## config.mk

```make
export PLATFORM = sky130hd
export DESIGN_NAME = mem_stage
export DESIGN_NICKNAME = d
export VERILOG_FILES = /design/src/rtl/mem_stage.sv
export SDC_FILE = /design/constraint.sdc
export NUM_CORES = 1
export LEC_CHECK = 0
export BUFFER_PORTS_ARGS = -buffer_cell sky130_fd_sc_hd__buf_2
export CELL_PAD_IN_SITES_DETAIL_PLACEMENT = 2
export CELL_PAD_IN_SITES_GLOBAL_PLACEMENT = 2
export CORE_ASPECT_RATIO = 1.1
export CORE_MARGIN = 4
export CORE_UTILIZATION = 29
export CTS_CLUSTER_DIAMETER = 120
export CTS_CLUSTER_SIZE = 12
export DETAILED_ROUTE_END_ITERATION = 6
export PLACE_DENSITY_LB_ADDON = 0.1
export REMOVE_ABC_BUFFERS = 1
export SYNTH_ARGS = -nofsm -noshare
export SYNTH_HDL_FRONTEND = slang
export SYNTH_SLANG_ARGS = --single-unit
```

## constraint.sdc

```tcl
create_clock -name clk_i -period 4.6 [get_ports clk_i]
set_input_delay 0.23 -clock clk_i [delete_from_list [all_inputs] [get_ports clk_i]]
set_output_delay 0.23 -clock clk_i [all_outputs]
set_load 0.05 [all_outputs]
```

## src/rtl/mem_stage.sv

```systemverilog
`timescale 1ns/1ps
// Memory pipeline stage: load/store/push/pop/jsr-push/exception-push as a single bus master; optional MEM_ALIGN_CHECK_EN.
// Latency: 1 cycle pass-through; 3 cycles for a zero-wait bus access, plus 1 per wait state.
// Backpressure: stall_o holds upstream while an access is starting or outstanding; stall_i holds this stage's outputs.
module mem_stage #(
    parameter int BUS_TIMEOUT = 255
) (
    input  logic        clk_i,
    input  logic        rst_i,
    input  logic [63:0] ir_i,
    input  logic [31:0] pc_i,
    input  logic [31:0] result_i,
    input  logic [31:0] reg_data1_i,
    input  logic [1:0]  reg_write_i,
    input  logic [1:0]  sp_write_i,
    input  logic [31:0] sp_data_i,
    input  logic        exc_i,
    input  logic        stall_i,
    output logic        stall_o,
    output logic [63:0] ir_o,
    output logic [31:0] pc_o,
    output logic [31:0] result_o,
    output logic [1:0]  reg_write_o,
    output logic [1:0]  sp_write_o,
    output logic [31:0] sp_data_o,
    output logic        fault_o,
    output logic        bus_cyc_o,
    output logic        bus_stb_o,
    output logic        bus_we_o,
    output logic [31:0] bus_adr_o,
    output logic [3:0]  bus_sel_o,
    output logic [31:0] bus_dat_o,
    input  logic [31:0] bus_dat_i,
    input  logic        bus_ack_i
);

    // Instruction type encodings in ir[31:28]
    localparam logic [3:0] T_LOAD  = 4'h2;
    localparam logic [3:0] T_STORE = 4'h3;
    localparam logic [3:0] T_PUSH  = 4'h4;
    localparam logic [3:0] T_POP   = 4'h5;

    localparam logic [1:0] SZ_WORD = 2'd0;
    localparam logic [1:0] SZ_HALF = 2'd1;
    localparam logic [1:0] SZ_BYTE = 2'd2;

    localparam int CW = (BUS_TIMEOUT < 2) ? 1 : $clog2(BUS_TIMEOUT + 1);
    localparam logic [CW-1:0] TMO_LAST = CW'((BUS_TIMEOUT > 0) ? BUS_TIMEOUT - 1 : 0);

    typedef enum logic [1:0] {S_IDLE, S_BUS, S_DONE} state_t;

    state_t        state_q, state_d;
    logic [CW-1:0] cnt_q, cnt_d;
    logic          cyc_q, cyc_d;
    logic          we_q, we_d;
    logic [31:0]   adr_q, adr_d;
    logic [3:0]    sel_q, sel_d;
    logic [31:0]   dat_q, dat_d;
    logic [1:0]    size_q, size_d;
    logic [31:0]   rdata_q, rdata_d;
    logic          fault_q, fault_d;
    logic [63:0]   ir_q, ir_d;
    logic [31:0]   pc_q, pc_d;
    logic [31:0]   result_q, result_d;
    logic [1:0]    rw_q, rw_d;
    logic [1:0]    spw_q, spw_d;
    logic [31:0]   spd_q, spd_d;

    logic [3:0]    typ, op;
    logic          acc, acc_we;
    logic [31:0]   acc_adr, acc_wdat, acc_wrep, rd_ext;
    logic [1:0]    acc_size;
    logic [3:0]    acc_sel;
    logic          misalign;
    logic          ld_out;

    assign typ = ir_i[31:28];
    assign op  = ir_i[27:24];

    // Exception entry overrides whatever the instruction would have done
    always_comb begin
        acc      = 1'b0;
        acc_we   = 1'b0;
        acc_adr  = result_i;
        acc_size = SZ_WORD;
        acc_wdat = reg_data1_i;
        if (exc_i) begin
            acc      = 1'b1;
            acc_we   = 1'b1;
            acc_adr  = sp_data_i;
            acc_wdat = pc_i;
        end else begin
            case (typ)
                T_LOAD: begin
                    acc      = 1'b1;
                    acc_size = op[1:0];
                end
                T_STORE: begin
                    acc      = 1'b1;
                    acc_we   = 1'b1;
                    acc_size = op[1:0];
                end
                T_PUSH: begin
                    if (op == 4'd0 || op == 4'd1 || op == 4'd2) begin
                        acc     = 1'b1;
                        acc_we  = 1'b1;
                        acc_adr = sp_data_i;
                    end
                    if (op == 4'd1 || op == 4'd2) acc_wdat = pc_i;
                end
                T_POP: begin
                    acc     = 1'b1;
                    acc_adr = sp_data_i - 32'd4;
                end
                default: acc = 1'b0;
            endcase
        end
    end

    // Big-endian lanes: sel[3] carries byte address 0
    always_comb begin
        case (acc_size)
            SZ_HALF: begin
                acc_sel  = acc_adr[1] ? 4'b0011 : 4'b1100;
                acc_wrep = {2{acc_wdat[15:0]}};
            end
            SZ_BYTE: begin
                acc_sel  = 4'b1000 >> acc_adr[1:0];
                acc_wrep = {4{acc_wdat[7:0]}};
            end
            default: begin
                acc_sel  = 4'b1111;
                acc_wrep = acc_wdat;
            end
        endcase
    end

`ifdef MEM_ALIGN_CHECK_EN
    assign misalign = (acc_size == SZ_HALF) ? acc_adr[0] :
                      (acc_size == SZ_BYTE) ? 1'b0 : (acc_adr[1:0] != 2'b00);
`else
    assign misalign = 1'b0;
`endif

    always_comb begin
        case (size_q)
            SZ_HALF: rd_ext = {16'h0, adr_q[1] ? bus_dat_i[15:0] : bus_dat_i[31:16]};
            SZ_BYTE: begin
                case (adr_q[1:0])
                    2'd0:    rd_ext = {24'h0, bus_dat_i[31:24]};
                    2'd1:    rd_ext = {24'h0, bus_dat_i[23:16]};
                    2'd2:    rd_ext = {24'h0, bus_dat_i[15:8]};
                    default: rd_ext = {24'h0, bus_dat_i[7:0]};
                endcase
            end
            default: rd_ext = bus_dat_i;
        endcase
    end

    always_comb begin
        state_d = state_q;
        cnt_d   = cnt_q;
        cyc_d   = cyc_q;
        we_d    = we_q;
        adr_d   = adr_q;
        sel_d   = sel_q;
        dat_d   = dat_q;
        size_d  = size_q;
        rdata_d = rdata_q;
        fault_d = 1'b0;
        ld_out  = 1'b0;
        case (state_q)
            S_IDLE: begin
                cnt_d = '0;
                if (acc && !stall_i) begin
                    we_d    = acc_we;
                    adr_d   = acc_adr;
                    sel_d   = acc_sel;
                    dat_d   = acc_wrep;
                    size_d  = acc_size;
                    rdata_d = 32'h0;
                    if (misalign) begin
                        fault_d = 1'b1;
                        state_d = S_DONE;
                    end else begin
                        cyc_d   = 1'b1;
                        state_d = S_BUS;
                    end
                end else if (!stall_i) begin
                    ld_out = 1'b1;
                end
            end
            S_BUS: begin
                // Ack wins over a timeout expiring in the same cycle
                if (bus_ack_i) begin
                    cyc_d   = 1'b0;
                    cnt_d   = '0;
                    state_d = S_DONE;
                    if (!we_q) rdata_d = rd_ext;
                end else if (BUS_TIMEOUT != 0 && cnt_q == TMO_LAST) begin
                    cyc_d   = 1'b0;
                    cnt_d   = '0;
                    fault_d = 1'b1;
                    state_d = S_DONE;
                end else begin
                    cnt_d = cnt_q + CW'(1);
                end
            end
            S_DONE: begin
                if (!stall_i) begin
                    ld_out  = 1'b1;
                    state_d = S_IDLE;
                end
            end
            default: state_d = S_IDLE;
        endcase
    end

    always_comb begin
        ir_d     = ld_out ? ir_i        : ir_q;
        pc_d     = ld_out ? pc_i        : pc_q;
        rw_d     = ld_out ? reg_write_i : rw_q;
        spw_d    = ld_out ? sp_write_i  : spw_q;
        spd_d    = ld_out ? sp_data_i   : spd_q;
        result_d = result_q;
        if (ld_out) result_d = (state_q == S_DONE && !we_q) ? rdata_q : result_i;
    end

    always_ff @(posedge clk_i) begin
        if (rst_i) begin
            state_q  <= S_IDLE;
            cnt_q    <= '0;
            cyc_q    <= 1'b0;
            we_q     <= 1'b0;
            adr_q    <= 32'h0;
            sel_q    <= 4'h0;
            dat_q    <= 32'h0;
            size_q   <= SZ_WORD;
            rdata_q  <= 32'h0;
            fault_q  <= 1'b0;
            ir_q     <= 64'h0;
            pc_q     <= 32'h0;
            result_q <= 32'h0;
            rw_q     <= 2'b0;
            spw_q    <= 2'b0;
            spd_q    <= 32'h0;
        end else begin
            state_q  <= state_d;
            cnt_q    <= cnt_d;
            cyc_q    <= cyc_d;
            we_q     <= we_d;
            adr_q    <= adr_d;
            sel_q    <= sel_d;
            dat_q    <= dat_d;
            size_q   <= size_d;
            rdata_q  <= rdata_d;
            fault_q  <= fault_d;
            ir_q     <= ir_d;
            pc_q     <= pc_d;
            result_q <= result_d;
            rw_q     <= rw_d;
            spw_q    <= spw_d;
            spd_q    <= spd_d;
        end
    end

    assign stall_o     = !rst_i && ((state_q == S_IDLE && acc && !stall_i) || state_q == S_BUS);
    assign ir_o        = ir_q;
    assign pc_o        = pc_q;
    assign result_o    = result_q;
    assign reg_write_o = rw_q;
    assign sp_write_o  = spw_q;
    assign sp_data_o   = spd_q;
    assign fault_o     = fault_q;
    assign bus_cyc_o   = cyc_q;
    assign bus_stb_o   = cyc_q;
    assign bus_we_o    = we_q;
    assign bus_adr_o   = adr_q;
    assign bus_sel_o   = sel_q;
    assign bus_dat_o   = dat_q;

endmodule

```

==> results of run 1 <==
## sequential cells by signal, summed over array words and instances, names as in the netlist, 2 cells and up
| signal | flops |
|---|---|
| bus_adr_o | 32 |
| bus_dat_o | 32 |
| bus_sel_o | 4 |
| cnt_q | 8 |
| ir_o | 64 |
| pc_o | 32 |
| rdata_q | 32 |
| reg_write_o | 2 |
| result_o | 32 |
| size_q | 2 |
| sp_data_o | 32 |
| sp_write_o | 2 |
| state_q | 2 |
## synth_stat cells, drive strengths merged (18+ instances only)
library cell  number  area (µm²)
o21ai             61         305
nor2             147         552
buf               53         293
dfxtp            279        5590
a211oi            68         523
a22oi             21         158
nand2            351        1320
nor3              40         200
a21oi            214        1070
clkbuf            83         312
nand3             33         165
mux2i             56         561
or3               18         113
## power by group
part | internal [µW] | switching [µW] | leakage [µW]
Combinational | 476 | 1200 | 0.00476
Sequential | 2570 | 96.9 | 0.00228
Clock | 1030 | 981 | 0.000339
## through the flow
step / hold WS (ns) / instance area (µm²) / utilization (%) / instances / power (µW)
finish: 0.0301 / 17800 / 40.8 / 2757 / 6360
detailed placement: 0.448 / 15600 / 35.7 / 2569 / 4270
floorplan: 0.299 / 12200 / - / 1501 / 3670
global route: 0.0387 / 17800 / 40.8 / 2757 / 6620
global placement: 0.439 / 15600 / 35.7 / 2569 / 4230
CTS: 0.000917 / 17800 / 40.7 / 2749 / 6410
## path summary, 6_finish.rpt
path | start | end | slack, ns | depth (start not counted)
max reg2reg | state_q[1] | bus_adr_o[17] | 1.73 | 6
min reg2reg | ir_o[56] | ir_o[56] | 0.46 | 2
max | ir_i[24] | stall_o | 1.33 | 8
min | reg_data1_i[14] | bus_dat_o[30] | 0.03 | 3
## layout make-up
type | instances | area, µm²
diodes | 8 | 20.0
clock buffers | 27 | 676
clock inverters | 1 | 11.3
fillers | 5043 | 25800
inverters | 15 | 56.3
multi-input cells | 1207 | 6640
flip-flops and latches | 279 | 5590
well taps | 574 | 718
repair buffers | 646 | 4090
## worst max-delay path: stages
cell	delay [ns]
dlygate4sd3_1	0.53
buf_2	0.18
a211oi_4	0.13
o311ai_1	0.63
a21o_2	0.43
buf_4	0.52
a21oi_1	0.13
buf_2	0.26
## cells in the final DEF (no fill, tap or decap), drive strengths merged, types with 16 or more instances in the layout
| master | instances |
|---|---|
| dlygate4sd3 | 152 |
| nand3 | 33 |
| a22oi | 21 |
| dfxtp | 279 |
| a21oi | 214 |
| nor3 | 40 |
| nand2 | 351 |
| inv | 16 |
| clkbuf | 27 |
| a211oi | 68 |
| o21ai | 61 |
| mux2i | 56 |
| nor2 | 147 |
| buf | 494 |
| or3 | 18 |
## logic make-up (layout without fill, tap and decap cells)
| group | after synthesis | in the layout | synth area share [%] |
|---|---|---|---|
| AOI/OAI and AO/OA | 464 | 464 | 22.5 |
| xor gates and xnor gates | 3 | 3 | 0.205 |
| adders and majority gates | 7 | 7 | 0.682 |
| buffers and inverters | 151 | 689 | 5.14 |
| DFF | 279 | 279 | 43.5 |
| muxes | 71 | 71 | 5.68 |
| and+or+nand+nor | 662 | 662 | 22.3 |
| other | 0 | 8 | 0 |
## per-layer routing
layer  part of all wire [%]  up-vias
li1                       -     6828
met1                     43     7351
met2                     49      448
met3                    4.8      107
met4                    3.2        0
met5                      0        -
==> results by group, run 1 <==
Run status
  – Status: completed

Timing
  – Max Slew Vio Count: 0
  – Crit share post-route: between 70% and 80%
  – Final Hold Viols: 0
  – Setup violators final: 0
  – Fin worst setup slack: around 1.3 ns
  – Slew HR: between 20% and 30%
  – Worst-Margin Slew: approximately 1.1 ns
  – Final setup TNS: 0 ns
  – Maximum clock frequency: 0.306 GHz
  – RSZ-0062 raised after global routing: false
  – Worst Skew: between 0.015 and 0.02 ns
  – Tmin final: approximately 3.3 ns

Yosys
  – Ys flop type: dfxtp_1
  – Yosys warnings: 0
  – Async SR Flop Fraction: 0%
  – Mean area per synthesized cell: just under 8 µm²
  – EDFF count, synth: 0
  – Register bit total from synthesis: 279
  – Mapped Cells: around 1600
  – Post-synthesis sequential area ratio: a little over two fifths
  – Count of cell types in the netlist: 67
  – Netlist Area Pre-Place: around 13000 µm²

Final layout
  – Final #Nets: 2416
  – Synth-to-Final Area Change: 38.5%
  – Share of layout cells above drive strength 1: between 20% and 30%

Power and ir drop
  – Leakage: between 0.007 and 0.008 µW
  – Pwr dens: ~360 nW/µm²
  – Peak supply drop: 222 µV

Clock network
  – Skew-Pair Late Insertion Delay: around 0.57 ns
  – CTS hold repair buffers: between 150 and 200
  – Clk Tree Root Cell: clkbuf_16
  – Sink Count: 279
  – Post-CTS sizing: 0
  – Clock Path Buffers: 3
  – TritonCTS Buffers: 27
  – H-tree Lvls: 1
  – CTS tree: yes
  – Post-CTS Setup Inserts: 0
  – Clk slew on worst S/H paths: ~0.060 ns

Die
  – Initial Util: about 29%
  – Die height: about 230 µm
  – Die area: between 40000 and 50000 µm²
  – Core ar.: roughly 44000 µm²
  – Die Wd: 209 µm
  – Rows: 80
  – # IOs: 470

Place
  – PortBufs: between 400 and 500
  – Setup WS pre-CTS: between 1.5 and 2 ns
  – Placer's final routability congestion estimate: around 0.83
  – DP HPWL: between 40 and 50 mm

Worst setup path
  – Startpoint types: input port
  – Worst-path fanout max: 37
  – Crit path required time: about 4.4 ns
  – Crit path arrival time: 3.04 ns
  – Worst Setup Path Type: input port to primary output
  – Setup crit end kind: primary output

Drt
  – Vias: roughly 15000
  – Post-route DRC: 0
  – Detailed-route wire length per cell: ~24 µm
  – Post-route ant nets: 0
  – Drt total wl: 67.4 mm
  – First DRT Iteration DRCs: approximately 740
  – Vias per cell: 5.34
  – DR pass1 iterations: 6

Global route
  – Largest net degree at the start of global routing: approximately 130
  – First-pass GRT wire length: approximately 100 mm
  – Total grt overflow: 0
  – Most used routing layer: met2
  – Met1 Use GR: between 30 and 40%
  – GRT met3 Usage: under 10%
  – Grt met2 use: between 40 and 50%
  – Vias in the first global route: 16000
  – Tot GR Track Use: between 20% and 30%
  – Initial antenna violation count: 8

Job
  – Max-Cap Viols: 0

Hold path
  – Hold Crit Class: input port to flip-flop
(Power assumes the default switching activity.)
==> inputs of run 2 (changes only) <==
Settings changed: CORE_UTILIZATION 29 to 27.
Clock period 4.6 ns to 3.2 ns, I/O delays scaled along.
==> run 2 against run 1 <==
Net effect: utilization down 1.2 points; combinational power up 49%; total power up 45%; first-iteration DRC count up 1.1%; setup slack worse by 0.89 ns; clock skew down 0.0024 ns; register-to-register slack worse by 0.88 ns; worst hold slack better by 0.0034 ns; sequential share of layout area down 1.3 points; final cell count up 4.8%; critical path depth down 1; wire length up 1.1%; critical path type unchanged; largest cell class unchanged; largest power group unchanged.
==> results by group, run 2 (synthesis gave the netlist of run 1 again) <==
Global route
  – Vias in the first global route: 16200 (+1.3%)
  – First-pass GRT wire length: 102 mm (+1.1%)
  – Largest net degree at the start of global routing: 137 (+6.2%)
  – Tot GR Track Use: 25.2% (-1.3 points)
  – Initial antenna violation count: 11 (+3)
  – Total grt overflow: 0 (unchanged)

Worst setup path
  – FF-to-FF path depth: 5 (-1)
  – Worst Setup Path Type: input port to primary output
  – Startpoint types: input port
  – Setup crit end kind: primary output
  – Reg-to-reg startpoint: state_q[0]
  – Worst reg2reg setup slack: 0.85 ns (-0.88 ns)
  – Crit path arrival time: 2.60 ns (-0.44 ns)
  – Worst-path fanout max: 16 (-57%)
  – Crit path required time: 3.04 ns (-1.33 ns)
  – CP startpoint: ir_i[25]
  – R2r endpoint: bus_dat_o[30]

Hold path
  – Worst hold start: bus_dat_i[0]
  – Hold Crit Depth: 5 (+2)
  – Hold EP: rdata_q[0]
  – Hold Crit Class: input port to flip-flop

Final layout
  – Final #Nets: 2484 (+2.8%)
  – Fin util: 39.6% (-1.2 points)
  – Fillers: 5327 (+5.6%)
  – Multi-input gate area: 6640 µm² (unchanged)
  – Design Area, Final: 18600 µm² (+4.3%)
  – Reg area: 5590 µm² (unchanged)
  – Non-filler instance count after layout: 2889 (+4.8%)
  – Most common cell after layout, fill and taps aside: buf_2
  – Share of layout cells above drive strength 1: 25.6% (+0.34 points)
  – Max FFs per register: 64 (unchanged)
  – Highest-count cells in the layout ignoring fill and taps: 468 x buf_2, 351 x nand2_1, 279 x dfxtp_1, 213 x a21oi_1, 196 x dlygate4sd3_1
  – Synth-to-Final Area Change: 44.4%

Place
  – PortBufs: 469 (unchanged)
  – Placed cells: 2656 (+3.4%)
  – Setup WS pre-CTS: 0.539 ns (-0.975 ns)
  – Placer's final routability congestion estimate: 0.820 (-1.4%)
  – Placement-stage cell area: 15900 µm² (+2.0%)
  – DP HPWL: 47.4 mm (+1.9%)

Die
  – # IOs: 470 (unchanged)
  – Die height: 237 µm (+3.5%)
  – Die Wd: 216 µm (+3.5%)
  – Core ar.: 46800 µm² (+7.3%)
  – Rows: 83 (+3.8%)
  – Initial Util: 27.4% (-2.0 points)
  – Die area: 51200 µm² (+7.1%)

Clock network
  – Post-CTS Setup Inserts: 0 (unchanged)
  – Skew-Pair Late Insertion Delay: 0.57 ns (about the same)
  – Sink Count: 279 (unchanged)
  – Clk slew on worst S/H paths: 0.07 ns (about the same)
  – H-tree Lvls: 1 (unchanged)
  – Clk Tree Root Cell: clkbuf_16
  – CTS tree: yes
  – TritonCTS Buffers: 27 (unchanged)
  – Clock Path Buffers: 3 (unchanged)

Timing
  – Maximum clock frequency: between 0.3 and 0.4 GHz
  – Max Slew Vio Count: 0 (unchanged)
  – Worst Skew: 0.0141 ns (-0.00239 ns)
  – Final Hold Viols: 0 (unchanged)
  – Fin worst setup slack: 0.436 ns (-0.892 ns)
  – Crit share post-route: a little under nine tenths
  – Setup violators final: 0 (unchanged)
  – Slew HR: 37.1% (+12 points)
  – Worst-Margin Slew: 0.933 ns (-0.181 ns)
  – Tmin final: between 2 and 3 ns
  – RSZ-0062 raised after global routing: false

Drt
  – Post-route ant nets: 0 (unchanged)
  – DR pass1 iterations: 5 (-1)
  – Vias: 14900 (+1.2%)
  – Vias per cell: 5.16 (-3.4%)
  – First DRT Iteration DRCs: 750 (+1.1%)
  – Drt total wl: 68.1 mm (+1.1%)
  – Post-route DRC: 0 (unchanged)
  – Detailed-route wire length per cell: 23.6 µm (-3.5%)

Power and ir drop
  – Pwr dens: 498 nW/µm² (+40%)
  – Leakage: 0.00770 µW (+4.4%)
  – Peak supply drop: 327 µV (+47%)

Run status
  – Status: completed

Job
  – Max-Cap Viols: 0 (unchanged)
-- run 2: how the worst max path moves through the flow --
stage | cells past startpoint | to
after floorplan | 6 | ir_o[0]
after global placement | 7 | rdata_q[21]
after detailed placement | 8 | result_o[9]
after CTS | 7 | stall_o
after global routing | 14 | bus_dat_o[28]
final | 7 | stall_o
-- run 2: stage by stage --
stage | hold WS, ns | total power, µW | TNS (ns)
floorplan | 0.229 | 5280 | -459.63
detailed placement | 0.410 | 6170 | 0
global route | 0.0161 | 9660 | 0
finish | 0.0335 | 9250 | 0
CTS | 0.00184 | 9340 | 0
global placement | 0.401 | 6110 | 0
-- run 2: power breakdown --
| group | leakage [µW] | internal (µW) | switching, µW |
|---|---|---|---|
| logic | 0.00508 | 742 | 1740 |
| registers | 0.00228 | 3690 | 134 |
| clock network | 0.000343 | 1490 | 1450 |
| total | 0.00770 | 5930 | 3320 |
-- run 2: final cells by class --
cell class              instances  area share, %
clock buffers                  27           3.64
flip-flops and latches        279           30.1
diodes                          8          0.108
repair buffers                714           25.7
inverters                      15          0.303
well taps                     637           4.30
clock inverters                 2          0.108
multi-input cells            1207           35.8
-- run 2: routing by layer --
metal / track usage (%) / up-vias / wire [µm]
met5: 0 / - / 27
met4: 7.55 / 4 / 2180
met3: 3.62 / 90 / 3000
li1: - / 6967 / -
met2: 45.7 / 420 / 34000
met1: 31.0 / 7435 / 28900
-- run 2: what timing repair did --
item,CTS,global route
hold buffers,196,0
hold endpoints to repair,206,0
gates resized for setup,0,0
-- run 2: worst max-delay path, stage by stage --
cell           delay (ns)
dlygate4sd3_1        0.53
buf_2                0.17
a211oi_4             0.51
o311ai_1             0.29
a21o_2               0.43
a21oi_1              0.22
buf_2                0.29
==> inputs of run 3 (changes only) <==
--- a/config.mk
+++ b/config.mk
@@ -12,3 +12,4 @@
 export CORE_MARGIN = 4
-export CORE_UTILIZATION = 27
+export CORE_UTILIZATION = 28
+export CTS_BUF_LIST = sky130_fd_sc_hd__clkbuf_4
 export CTS_CLUSTER_DIAMETER = 120
--- a/constraint.sdc
+++ b/constraint.sdc
@@ -3,2 +3,2 @@
 set_output_delay 0.16 -clock clk_i [all_outputs]
-set_load 0.05 [all_outputs]
+set_load 0.01 [all_outputs]
==> run 3 against run 2 <==
Net effect: die area down 3.4%; maximum frequency decreased by 8.6%; register-to-register slack got worse by 0.56 ns; critical path type is now input port to flip-flop; highest routed layer unchanged.
==> results by group, run 3 (synthesis gave the netlist of run 1 again) <==
Die
  – Die area: 49400 µm² (-3.4%)
  – # IOs: 470 (unchanged)
  – Core ar.: 45500 µm² (-3.0%)
  – Die Wd: 212 µm (-1.7%)
  – Initial Util: 28.3% (+0.84 points)
  – Rows: 82 (-1.2%)
  – Die height: 233 µm (-1.7%)

Global route
  – Tot GR Track Use: 26.9% (+1.7 points)
  – Most used routing layer: met2
  – Vias in the first global route: 16900 (+4.6%)
  – Largest net degree at the start of global routing: 111 (-19%)
  – Initial antenna violation count: 7 (-4)
  – Met1 Use GR: 31.9% (+0.95 points)
  – GRT met3 Usage: 4.33% (+0.71 points)
  – Grt met2 use: 49.2% (+3.5 points)
  – Total grt overflow: 0 (unchanged)
  – First-pass GRT wire length: 104 mm (+2.1%)

Hold path
  – Hold Crit Class: input port to flip-flop

Clock network
  – Sink Count: 279 (unchanged)
  – H-tree Lvls: 1 (unchanged)
  – Clk slew on worst S/H paths: 0.14 ns (+0.07 ns)
  – CTS tree: yes
  – Clk Tree Root Cell: clkbuf_4
  – Skew-Pair Late Insertion Delay: 0.77 ns (+0.20 ns)
  – TritonCTS Buffers: 27 (unchanged)
  – Post-CTS Setup Inserts: 0 (unchanged)
  – Clock Path Buffers: 3 (unchanged)

Job
  – Max-Cap Viols: 0 (unchanged)

Timing
  – Tmin final: 3.02 ns (+0.259 ns)
  – Crit share post-route: 94.5% (+8.1 points)
  – RSZ-0062 raised after global routing: false
  – Max Slew Vio Count: 0 (unchanged)
  – Worst Skew: 0.0406 ns (+0.0265 ns)
  – Maximum clock frequency: 0.331 GHz (-8.6%)
  – Worst-Margin Slew: 1.05 ns (+0.119 ns)
  – Slew HR: 29.1% (-8.0 points)
  – Final setup TNS: 0 ns (unchanged)
  – Setup violators final: 0 (unchanged)
  – Final Hold Viols: 0 (unchanged)

Worst setup path
  – Crit path required time: 3.91 ns (+0.87 ns)
  – Startpoint types: input port
  – Worst Setup Path Type: input port to flip-flop
  – Crit path arrival time: 3.73 ns (+1.13 ns)
  – Setup crit end kind: flip-flop
  – Worst reg2reg setup slack: 0.29 ns (-0.56 ns)
  – Worst-path fanout max: 18 (+2)

Drt
  – DR pass1 iterations: 7 (+2)
  – Post-route DRC: 0 (unchanged)
  – Vias: 15400 (+3.4%)
  – Drt total wl: 70.5 mm (+3.5%)
  – Post-route ant nets: 0 (unchanged)
  – First DRT Iteration DRCs: 719 (-4.1%)
  – Detailed-route wire length per cell: 24.1 µm (+2.2%)
  – Vias per cell: 5.27 (+2.1%)

Power and ir drop
  – Pwr dens: 394 nW/µm² (-21%)
  – Peak supply drop: 241 µV (-26%)
  – Leakage: 0.00801 µW (+3.9%)

Place
  – Placer's final routability congestion estimate: 0.802 (-2.2%)
  – Placement-stage cell area: 15900 µm² (+0.18%)
  – PortBufs: 469 (unchanged)
  – DP HPWL: 47.7 mm (+0.71%)

Final layout
  – Design Area, Final: 19000 µm² (+2.3%)
  – Fin util: 41.8% (+2.2 points)
  – Fillers: 5179 (-2.8%)
  – Highest-count cells in the layout ignoring fill and taps: 468 x buf_2, 350 x nand2_1, 283 x dlygate4sd3_1, 278 x dfxtp_1, 213 x a21oi_1
  – Synth-to-Final Area Change: 47.8%
  – Max FFs per register: 64 (unchanged)
  – Share of layout cells above drive strength 1: 24.9% (-0.71 points)
  – Most common cell after layout, fill and taps aside: buf_2
  – Final #Nets: 2573 (+3.6%)

Run status
  – Status: completed
[run 3: cell count changes in the layout (fill, tap and decap cells not counted), moves of 2 or more]
cell | before | now
buf_12 | 6 | 12
buf_4 | 43 | 39
clkbuf_16 | 27 | 0
clkbuf_4 | 0 | 27
diode_2 | 8 | 6
dlygate4sd3_1 | 196 | 283
nor2_1 | 147 | 145
[run 3: path summary, 6_finish.rpt]
kind	start	to	cells after the start
worst max-delay path	ir_i[29]	bus_adr_o[16]	12
worst min-delay path	ir_i[12]	ir_o[12]	4
worst max register to register	state_q[1]	bus_adr_o[17]	7
worst min register to register	sp_data_o[8]	sp_data_o[8]	2
[run 3: worst max-delay path: stages]
cell and delay, ns:
dlygate4sd3_1 0.54, buf_2 0.20, or3b_1 0.45, buf_4 0.25, nor2_4 0.17, buf_4 0.21
a22oi_1 0.09, o21ai_0 0.15, o21ai_0 0.10, dlygate4sd3_1 0.58, a311oi_1 0.24, dlygate4sd3_1 0.58
[run 3: report_power, final]
| part | switching, µW | internal, µW | leakage [µW] |
|---|---|---|---|
| combinational | 1150 | 835 | 0.00559 |
| sequential | 143 | 3690 | 0.00228 |
| clock | 1270 | 397 | 0.000130 |
[run 3: metal layers]
| layer | vias up | share of wire (%) |
|---|---|---|
| met5 | - | 0.0099 |
| met4 | 2 | 3.2 |
| met3 | 106 | 5.2 |
| met2 | 465 | 51 |
| met1 | 7709 | 41 |
| li1 | 7148 | - |
[run 3: stage by stage]
step | hold WS, ns | total power [µW] | std cells | worst slack (ns)
global route | 0.136 | 7890 | 2926 | 0.0145
finish | 0.179 | 7490 | 2926 | 0.177
detailed placement | 0.411 | 5560 | 2609 | 0.445
global placement | 0.402 | 5510 | 2609 | 0.632
floorplan | 0.229 | 4650 | 1501 | -2.31
CTS | 0.0591 | 7560 | 2920 | 0.114
[run 3: area by class of cell]
| class | instances | area, µm² | area share (%) |
|---|---|---|---|
| antenna | 6 | 15.0 | 0.0791 |
| clock buffer | 27 | 203 | 1.07 |
| clock inverter | 1 | 11.3 | 0.0593 |
| inverter | 15 | 56.3 | 0.297 |
| multi-input combinational | 1207 | 6660 | 35.1 |
| sequential | 279 | 5590 | 29.4 |
| tap | 588 | 736 | 3.87 |
| timing repair buffer | 803 | 5720 | 30.1 |
[run 3: what timing repair did]
item / CTS / global route
resized for setup: 0 / 6
hold buffers: 283 / 0
hold endpoints to repair: 279 / 0
endpoints found under the setup margin: 0 / 8
